[src/rtl/wx_pkg.sv]
// wx_pkg: shared states, status codes, field tags and calendar constants for the scheduler.
package wx_pkg;
    localparam int HOURS_PER_DAY = 24;
    typedef enum logic [2:0] {
        OFF    = 3'b000,
        WARMUP = 3'b001,
        SEND_T = 3'b010,
        SEND_H = 3'b011,
        SEND_W = 3'b100,
        WAIT   = 3'b101,
        ABORT  = 3'b110
    } state_t;
    localparam logic [2:0] SIG_OFF    = 3'b000;
    localparam logic [2:0] SIG_WARMUP = 3'b001;
    localparam logic [2:0] SIG_SEND_T = 3'b010;
    localparam logic [2:0] SIG_SEND_H = 3'b011;
    localparam logic [2:0] SIG_SEND_W = 3'b100;
    localparam logic [2:0] SIG_WAIT   = 3'b101;
    localparam logic [2:0] SIG_ABORT  = 3'b110;
    localparam logic [1:0] TAG_TEMP = 2'b01;
    localparam logic [1:0] TAG_HUM  = 2'b10;
    localparam logic [1:0] TAG_WIND = 2'b11;
endpackage

[src/rtl/wx_tx_scheduler_if.sv]
// wx_tx_scheduler_if: valid/ready word channel from the scheduler to the transceiver.
interface wx_tx_scheduler_if;
    logic       valid;
    logic       ready;
    logic [1:0] tag;
    logic [5:0] data;
    modport master (output valid, tag, data, input ready);
    modport slave  (input valid, tag, data, output ready);
endinterface

[src/rtl/wx_hour_clock.sv]
// wx_hour_clock: hour-of-day counter with load/wrap and reporting-window decode.
module wx_hour_clock
    import wx_pkg::*;
#(
    parameter int WIN_START = 6,
    parameter int WIN_END   = 20
) (
    input  logic       clk,
    input  logic       rst,
    input  logic       hour_tick,
    input  logic       hour_load,
    input  logic [4:0] hour_set,
    output logic [4:0] hour,
    output logic       in_window
);
    always_ff @(posedge clk or negedge rst)
        if (!rst) hour <= '0;
        else if (hour_load) hour <= (hour_set >= 5'(HOURS_PER_DAY)) ? '0 : hour_set;
        else if (hour_tick) hour <= (hour == 5'(HOURS_PER_DAY - 1)) ? '0 : hour + 5'd1;
    // A window whose start is after its end wraps through midnight.
    always_comb
        in_window = (WIN_START < WIN_END) ? (hour >= 5'(WIN_START) && hour < 5'(WIN_END)) :
                    (WIN_START > WIN_END) ? (hour >= 5'(WIN_START) || hour < 5'(WIN_END)) : 1'b1;
endmodule

[src/rtl/wx_tx_scheduler.sv]
// wx_tx_scheduler: windowed radio enable plus periodic 3-word sensor frame sequencer.
module wx_tx_scheduler
    import wx_pkg::*;
#(
    parameter int WIN_START     = 6,
    parameter int WIN_END       = 20,
    parameter int WARMUP_CYCLES = 8,
    parameter int REPORT_PERIOD = 64,
    parameter int TIMEOUT       = 16
) (
    input  logic                  clk,
    input  logic                  rst,
    input  logic                  hour_tick,
    input  logic                  hour_load,
    input  logic [4:0]            hour_set,
    input  logic [5:0]            temperature,
    input  logic [5:0]            humidity,
    input  logic [4:0]            wind,
    wx_tx_scheduler_if.master     tx,
    output logic [4:0]            current_hour,
    output logic                  enable_transceiver,
    output logic [2:0]            signal,
    output logic [7:0]            drop_cnt
);
    state_t      state, nxt;
    logic [15:0] cnt, cnt_n;
    logic [5:0]  snap_t, snap_h, snap_t_n, snap_h_n;
    logic [4:0]  snap_w, snap_w_n;
    logic [1:0]  tag_n;
    logic [5:0]  data_n;
    logic        in_window, xfer, snap_load;

    wx_hour_clock #(.WIN_START(WIN_START), .WIN_END(WIN_END)) u_hour (
        .clk(clk), .rst(rst), .hour_tick(hour_tick), .hour_load(hour_load),
        .hour_set(hour_set), .hour(current_hour), .in_window(in_window)
    );

    assign xfer   = tx.valid && tx.ready;
    assign signal = state;

    // One shared counter times warmup, report period and handshake timeout.
    always_comb begin
        nxt       = state;
        snap_load = 1'b0;
        case (state)
            OFF:    if (in_window) nxt = WARMUP;
            WARMUP: if (!in_window) nxt = OFF;
                    else if (cnt == 16'(WARMUP_CYCLES - 1)) begin nxt = SEND_T; snap_load = 1'b1; end
            SEND_T: nxt = xfer ? SEND_H : (cnt == 16'(TIMEOUT - 1)) ? ABORT : SEND_T;
            SEND_H: nxt = xfer ? SEND_W : (cnt == 16'(TIMEOUT - 1)) ? ABORT : SEND_H;
            SEND_W: nxt = xfer ? (in_window ? WAIT : OFF) : (cnt == 16'(TIMEOUT - 1)) ? ABORT : SEND_W;
            WAIT:   if (!in_window) nxt = OFF;
                    else if (cnt == 16'(REPORT_PERIOD - 1)) begin nxt = SEND_T; snap_load = 1'b1; end
            ABORT:  nxt = in_window ? WAIT : OFF;
            default: nxt = OFF;
        endcase
        cnt_n    = (nxt != state || xfer) ? '0 : cnt + 16'd1;
        snap_t_n = snap_load ? temperature : snap_t;
        snap_h_n = snap_load ? humidity : snap_h;
        snap_w_n = snap_load ? wind : snap_w;
        tag_n    = nxt == SEND_T ? TAG_TEMP : nxt == SEND_H ? TAG_HUM : nxt == SEND_W ? TAG_WIND : 2'b00;
        data_n   = nxt == SEND_T ? snap_t_n : nxt == SEND_H ? snap_h_n : nxt == SEND_W ? {1'b0, snap_w_n} : 6'd0;
    end

    always_ff @(posedge clk or negedge rst)
        if (!rst) begin
            state              <= OFF;
            cnt                <= '0;
            snap_t             <= '0;
            snap_h             <= '0;
            snap_w             <= '0;
            enable_transceiver <= 1'b0;
            tx.valid           <= 1'b0;
            tx.tag             <= '0;
            tx.data            <= '0;
            drop_cnt           <= '0;
        end else begin
            state              <= nxt;
            cnt                <= cnt_n;
            snap_t             <= snap_t_n;
            snap_h             <= snap_h_n;
            snap_w             <= snap_w_n;
            enable_transceiver <= nxt != OFF;
            tx.valid           <= nxt == SEND_T || nxt == SEND_H || nxt == SEND_W;
            tx.tag             <= tag_n;
            tx.data            <= data_n;
            if (nxt == ABORT && drop_cnt != 8'hff) drop_cnt <= drop_cnt + 8'd1;
        end
endmodule

[src/flat_wrapper.sv]
// flat-port wrapper written by rule: the top's interface ports become plain ports
module wx_tx_scheduler_flat import wx_pkg::*;
#(
    parameter int WIN_START     = 6,
    parameter int WIN_END       = 20,
    parameter int WARMUP_CYCLES = 8,
    parameter int REPORT_PERIOD = 64,
    parameter int TIMEOUT       = 16
)
  (clk, rst, hour_tick, hour_load, hour_set, temperature, humidity, wind, current_hour, enable_transceiver, signal, drop_cnt, tx_valid, tx_tag, tx_data, tx_ready);
  wx_tx_scheduler_if tx_i ();
  input  logic clk;
  input  logic rst;
  input  logic hour_tick;
  input  logic hour_load;
  input  logic [4:0] hour_set;
  input  logic [5:0] temperature;
  input  logic [5:0] humidity;
  input  logic [4:0] wind;
  output logic [4:0] current_hour;
  output logic enable_transceiver;
  output logic [2:0] signal;
  output logic [7:0] drop_cnt;
  output wire logic [$bits(tx_i.valid)-1:0] tx_valid;
  output wire logic [$bits(tx_i.tag)-1:0] tx_tag;
  output wire logic [$bits(tx_i.data)-1:0] tx_data;
  input wire logic [$bits(tx_i.ready)-1:0] tx_ready;
  assign tx_valid = tx_i.valid;
  assign tx_tag = tx_i.tag;
  assign tx_data = tx_i.data;
  assign tx_i.ready = tx_ready;
  wx_tx_scheduler #(.WIN_START(WIN_START), .WIN_END(WIN_END), .WARMUP_CYCLES(WARMUP_CYCLES), .REPORT_PERIOD(REPORT_PERIOD), .TIMEOUT(TIMEOUT)) u_core (.clk(clk), .rst(rst), .hour_tick(hour_tick), .hour_load(hour_load), .hour_set(hour_set), .temperature(temperature), .humidity(humidity), .wind(wind), .tx(tx_i), .current_hour(current_hour), .enable_transceiver(enable_transceiver), .signal(signal), .drop_cnt(drop_cnt));
endmodule
[config.mk]
export PLATFORM = sky130hd
export DESIGN_NAME = wx_tx_scheduler_flat
export DESIGN_NICKNAME = d
export VERILOG_FILES = /design/src/rtl/wx_pkg.sv /design/src/rtl/wx_tx_scheduler_if.sv /design/src/rtl/wx_hour_clock.sv /design/src/rtl/wx_tx_scheduler.sv /design/src/flat_wrapper.sv
export SDC_FILE = /design/constraint.sdc
export NUM_CORES = 1
export LEC_CHECK = 0
export BUFFER_PORTS_ARGS = -buffer_cell sky130_fd_sc_hd__buf_2
export CAP_MARGIN = 20
export CORE_UTILIZATION = 37
export CTS_CLUSTER_DIAMETER = 30
export DETAILED_ROUTE_END_ITERATION = 16
export GPL_ROUTABILITY_DRIVEN = 0
export REMOVE_ABC_BUFFERS = 1
export SYNTH_ARGS = -nofsm -noshare
export SYNTH_HDL_FRONTEND = slang
export SYNTH_HIERARCHICAL = 1
export SYNTH_SLANG_ARGS = --single-unit
[constraint.sdc]
create_clock -name clk -period 2.8 [get_ports clk]
set_input_delay 0.42 -clock clk [delete_from_list [all_inputs] [get_ports clk]]
set_output_delay 0.42 -clock clk [all_outputs]
set_load 0.005 [all_outputs]
# ---- After elaboration in Yosys (flattened, before gate mapping)
# Index checks and enable logic that the tools add are counted.
dict set report word_totals {
  ff_bits 59
  in_bits 27
  output_inout_bits 26
  elab_cells 74
}
dict set report classes {
  add_sub_neg 3
  magnitude_cmp 3
  eq_ne 16
  n_mux 32
  reduce_logical 9
}
# op count
set ops {}
lappend ops {{$mux 3} 11}
lappend ops {{$mux 5} 6}
lappend ops {{$mux 6} 4}
lappend ops {{$pmux 3 s7} 1}
lappend ops {{$add 16x1->16 const B} 1}
lappend ops {{$eq 16x3->1 const B} 1}
lappend ops {{$eq 16x4->1 const B} 1}
lappend ops {{$eq 16x6->1 const B} 1}
lappend ops {{$mux 16} 1}
lappend ops {{$eq 3x3->1 const B} 5}
lappend ops {{$eq 3x2->1 const B} 4}
lappend ops {{$add 8x1->8 const B} 1}
lappend ops {{$mux 2} 4}
lappend ops {{$ne 8x8->1 const B} 1}
lappend ops {{$add 5x1->5 const B} 1}
lappend ops {{$eq 5x5->1 const B} 1}
lappend ops {{$ge 5x3->1 const B} 1}
lappend ops {{$ge 5x5->1 const B} 1}
lappend ops {{$lt 5x5->1 const B} 1}
lappend ops {{$mux 1} 4}
lappend ops {{$eq 3x1->1 const B} 1}
lappend ops {{$logic_and 1x1->1} 3}
lappend ops {{$logic_not 3->1} 1}
lappend ops {{$logic_or 1x1->1} 3}
lappend ops {{other kinds (4)} 4}

# ---- Logic depth before layout (Yosys ltp)
dict set report logic_depth {
  ltp_word 9
  mapped_depth 12
}

# ---- Cells and area by module
# The synthesis kept the hierarchy.
# mod instances cells_per_inst area_each_um2
set by_module_without_submodules {}
lappend by_module_without_submodules {wx_tx_scheduler 1 233 2588.7}
lappend by_module_without_submodules {wx_hour_clock 1 34 335.3}

# ---- Least setup slack after synthesis
# No wires, ideal clock.
dict set report synth_path {
  path_kind {reg2reg}
  from {register u_core.u_hour.hour[0]}
  to {register u_core.drop_cnt[3]}
  arrival_ps 2440
  slack_ps 226
  path_stages_with_launch 12
  path_buffers 2
  path_cell_list {dfrtp_1 -> inv_1 -> ha_1 -> o21ai_0 -> a21oi_1 -> and3b_1 -> and4b_1 -> buf_2 -> nor3_1 -> clkbuf_1 -> nor4_2 -> xor2_1}
}
dict set report synth_between {
  elab_chain_cells 7
}
# item line
set synth_rtl {}
lappend synth_rtl {{from (decl)} wx_hour_clock.sv:13} ;# output logic [4:0] hour,
lappend synth_rtl {{from (signal assigned)} wx_hour_clock.sv:18} ;# else if (hour_load) hour <= (hour_set >= 5'(HOURS_PER_DAY)) ? '0 : hour_set;
lappend synth_rtl {{from (signal assigned)} wx_hour_clock.sv:19} ;# else if (hour_tick) hour <= (hour == 5'(HOURS_PER_DAY - 1)) ? '0 : hour + 5'd1;
lappend synth_rtl {{$ge 5x3->1 / $lt 5x5->1 (equally long branches)} wx_hour_clock.sv:22} ;# in_window = (WIN_START < WIN_END) ? (hour >= 5'(WIN_START) && hour < 5'(WIN_END)) :
lappend synth_rtl {{$logic_and 1x1->1 (*)} wx_hour_clock.sv:22}
lappend synth_rtl {{net u_core.in_window} wx_tx_scheduler.sv:31} ;# logic in_window, xfer, snap_load;
lappend synth_rtl {{$mux 3} {wx_tx_scheduler.sv:51, wx_tx_scheduler.sv:54}}
lappend synth_rtl {{$mux 3} wx_tx_scheduler.sv:51} ;# SEND_W: nxt = xfer ? (in_window ? WAIT : OFF) : (cnt == 16'(TIMEOUT - 1)) ? ABORT : SEND_W;
lappend synth_rtl {{$pmux 3 s7 (*)} wx_tx_scheduler.sv:45} ;# case (state)
lappend synth_rtl {{$eq 3x3->1 (*)} wx_tx_scheduler.sv:87} ;# if (nxt == ABORT && drop_cnt != 8'hff) drop_cnt <= drop_cnt + 8'd1;
lappend synth_rtl {{$logic_and 1x1->1 (*)} wx_tx_scheduler.sv:87}
lappend synth_rtl {{to (signal assigned)} wx_tx_scheduler.sv:87}
lappend synth_rtl {{to (decl)} wx_tx_scheduler.sv:23} ;# output logic [7:0] drop_cnt
# Mark *: on every way through the listed nets, which the timed path passes. The rest lies on a longest branch.
# A chain may end at the register's enable or synchronous reset.

# ---- Worst setup path in the final report
dict set report layout_path {
  from {register u_core.cnt[13]}
  to {register u_core.drop_cnt[1]}
}
dict set report layout_between {
  elab_chain_cells 6
}
# item line
set layout_rtl {}
lappend layout_rtl {{from (decl)} wx_tx_scheduler.sv:26} ;# logic [15:0] cnt, cnt_n;
lappend layout_rtl {{from (signal assigned)} wx_tx_scheduler.sv:79} ;# cnt <= cnt_n;
lappend layout_rtl {{$eq 16x6->1, or another cell as far along} wx_tx_scheduler.sv:53} ;# else if (cnt == 16'(REPORT_PERIOD - 1)) begin nxt = SEND_T; snap_load = 1'b1; end
lappend layout_rtl {{$mux 3, or another cell as far along} wx_tx_scheduler.sv:53}
lappend layout_rtl {{$mux 3, on equally long branches} n/a}
lappend layout_rtl {{$pmux 3 s7 (*)} wx_tx_scheduler.sv:45}
lappend layout_rtl {{$eq 3x3->1 (*)} wx_tx_scheduler.sv:87}
lappend layout_rtl {{$logic_and 1x1->1 (*)} wx_tx_scheduler.sv:87}
# Every way passes the cells marked *; elsewhere a longest branch is shown, timed or not.

==> summary.md <==
| Metric | Value |
|---|---|
| Status | finished clean |
| Synth warn | 6 |
| Total grt overflow | 0 |
| Worst min path class | in2async |
| Pwr/cell area | 626.1 mW/mm2 |
| Initial drt markers | 126 |
| Sequential share of power | 0.433 |
| Hold_ws | 0.2284 ns |
| Post-synth EDFFs | 0 |
| I/O Pins | 53 |
| Crit path max-delay family | simple AND/OR/NAND/NOR gates |
| N_diodes | 0 |
| TritonRoute pass-1 iters | 4 |
| Clock Skew | 0.01162 ns |
| Worst path depth | 7 |
| Number of antenna violations at the first check in global routing | 0 |
| Critical path's slowest cell | or4_4 |
| RSZ-0062 raised after global routing | true |
| Worst Path Arrival | 2.90 ns |
| Power share of the clock group | 0.387 |
| GRT Total Usage | 0.1641 |
| Switching Share | 0.2926 |
| Synth Cell Area | 0.002924 mm2 |
| Cell variety after synth | 53 |
| Cell area after layout | 0.003592 mm2 |
| Sequential share of the synthesized area | 0.5049 |
| Max Slew Vio Count | 0 |
| VDD IR max | 0.4039 mV |
| Fmax | 372.8 MHz |
| Die Outline Area | 0.008262 mm2 |
| Post-Layout Cell Count | 440 |
| P_int | 1.591 mW |
| Num CTS Buffers | 9 |
| Layout Nets | 364 |
| Commonest non-fill, non-tap cell in the layout | dfrtp_1 |
| Tmin final | 2.682 ns |
| Placed inst area | 0.003366 mm2 |
| Synth async-reset ratio | 1.000 |
| Cell count after placement | 424 |
| Psw | 0.6581 mW |
| Worst setup path class | reg2reg |
| Hold Vio Cnt, Final | 0 |
| # setup viols final | 0 |
| Syn avg cell area | 10.95 um2 |
| R2R depth | 7 |
| CTS max path bufs | 2 |
| Final period utilization | 0.9579 |
| CTS tree | yes |
| CP max FO | 6 |
| Post-Synthesis Cells | 267 |
| Area Growth Syn to Fin | 22.85% |
| Slew @ Worst Pin | 0.7607 ns |
| Max-Cap Viols | 0 |
| CP Cell Sequence | or4_4 > nor4_4 > nor3_1 > a211oi_2 > inv_2 > nor4_2 > mux2_1 |
| Crit. End Element | flop |
| Die Y | 90.90 um |
| Largest net degree at the start of global routing | 60 |
| CP startpoint kind | flop |
| Post-route DRC | 0 |
| Crit path largest cell delay | 0.59 ns |
| Worst-skew pair later-pin latency | 0.34 ns |
| Synth Register Bits | 59 |
| Row count | 32 |
| Layout cells sized above 1 | 0.3402 |
| Post-Route WL | 6.363 mm |
| Post-CTS Setup Bufs | 0 |
| First-pass GRT wire length | 10.67 mm |
| Root buf cell | clkbuf_8 |
| Setup tns final | 0 ns |
| Via count | 2300 |
| Starting density of the core | 0.3804 |
| Routed WL per cell | 14.46 um |
| Hold buffer count at cts | 0 |
| CTS sink cnt | 59 |
| Via/cell ratio | 5.227 |
| Number of global-route vias before repair | 2209 |
| Leakage | 1.624 nW |
| Predominant post-synthesis flop cell | dfrtp_1 |
| Die span in x | 90.90 um |
| # resized after CTS | 0 |
| Crit path required time | 3.02 ns |
| Area of the core | 0.007687 mm2 |
| H-tree depth | 3 |
| Filler cells | 754 |
| PortBufs | 52 |
| Worst slew margin | 0.4929 |
| Buf/Inv on CP | 1 |
| Comb pwr share | 0.180 |
| Commonest non-fill, non-tap cells in the layout | dfrtp_1, buf_2, nor3_1 |
| Antenna viol nets, final | 0 |
| Clock transition at path regs | 0.08 ns |
| HPWL Detailed | 4.352 mm |
## cells in the mapped netlist, drive strengths merged, types with 5 or more instances
cell	number	share of area
nand2	17	0.022
nor2	12	0.015
mux2	18	0.069
o21ai	15	0.026
dfrtp	59	0.50
nand4	10	0.021
nor3	23	0.041
xor2	12	0.036
nor4	8	0.031
clkbuf	5	0.0064
xnor2	9	0.027
nand3	15	0.027
mux2i	5	0.017
## kinds of logic after synthesis
group,Yosys count,synth area share
DFF,59,0.5049
muxes,23,0.08643
xor gates and xnor gates,21,0.06290
AOI/OAI and AO/OA,33,0.07274
and+or+nand+nor,113,0.2353
adders and majority gates,4,0.01712
buffers and inverters,14,0.02054
## worst reg2reg max path: stages (launching register included)
cell and delay (ns):
dfrtp_1 0.41, or4_4 0.59, nor4_4 0.35, nor3_1 0.11, a211oi_2 0.29, inv_2 0.11, nor4_2 0.36, mux2_1 0.35
## layout make-up
class | instances | area, um2 | share of cell area
clock buffers | 9 | 123.9 | 0.03448
clock inverters | 7 | 102.6 | 0.02856
inverters | 5 | 18.77 | 0.005225
multi-input cells | 194 | 1393 | 0.3877
flip-flops and latches | 59 | 1476 | 0.4110
well taps | 102 | 127.6 | 0.03553
repair buffers | 64 | 350.3 | 0.09753
## routing by layer
metal | global-route usage | up-vias | share of wire
met5 | 0 | - | 0
met1 | 0.2190 | 1120 | 0.48
met2 | 0.2449 | 65 | 0.45
met3 | 0.05808 | 6 | 0.056
met4 | 0.06085 | 0 | 0.0091
li1 | - | 1109 | -
## stage by stage
step                utilization  power [mW]  setup WS, ns
floorplan                     -       1.206       -0.5579
global placement         0.4378       1.397        0.1577
detailed placement       0.4378       1.400        0.1284
CTS                      0.4673       2.282        0.1047
global route             0.4673       2.375      -0.03279
finish                   0.4673       2.249        0.1179
## path summary, 6_finish.rpt
kind / start / endpoint / slack (ns)
setup reg to reg: u_core/cnt[13] / u_core/drop_cnt[1] / 0.12
hold reg to reg: u_core/cnt[0] / u_core/cnt[0] / 0.48
max in group asynchronous: rst / u_core/cnt[8] / 2.05
hold / removal: rst / u_core/u_hour/hour[3] / 0.23
setup / recovery: u_core/cnt[13] / u_core/drop_cnt[1] / 0.12
min in group clk: temperature[2] / u_core/snap_t[2] / 0.33
## state kept, by name (all words and copies together), names as in the netlist
| register | flops |
|---|---|
| u_core/enable_transceiver | 1 |
| u_core/signal | 3 |
| u_core/cnt | 16 |
| u_core/tx.valid | 1 |
| u_core/drop_cnt | 8 |
| u_core/u_hour/hour | 5 |
| u_core/tx.data | 6 |
| u_core/tx.tag | 2 |
| u_core/snap_w | 5 |
| u_core/snap_h | 6 |
| u_core/snap_t | 6 |
## power by group through the flow
stage	combinational (mW)	clock (mW)	sequential (mW)
6_report	0.405	0.870	0.973
5_1_grt	0.453	0.938	0.984
4_1_cts	0.411	0.897	0.974
3_5_place_dp	0.410	0	0.990
3_3_place_gp	0.410	0	0.987
2_1_floorplan	0.226	0	0.979
Power figures use the tool's default switching activity.
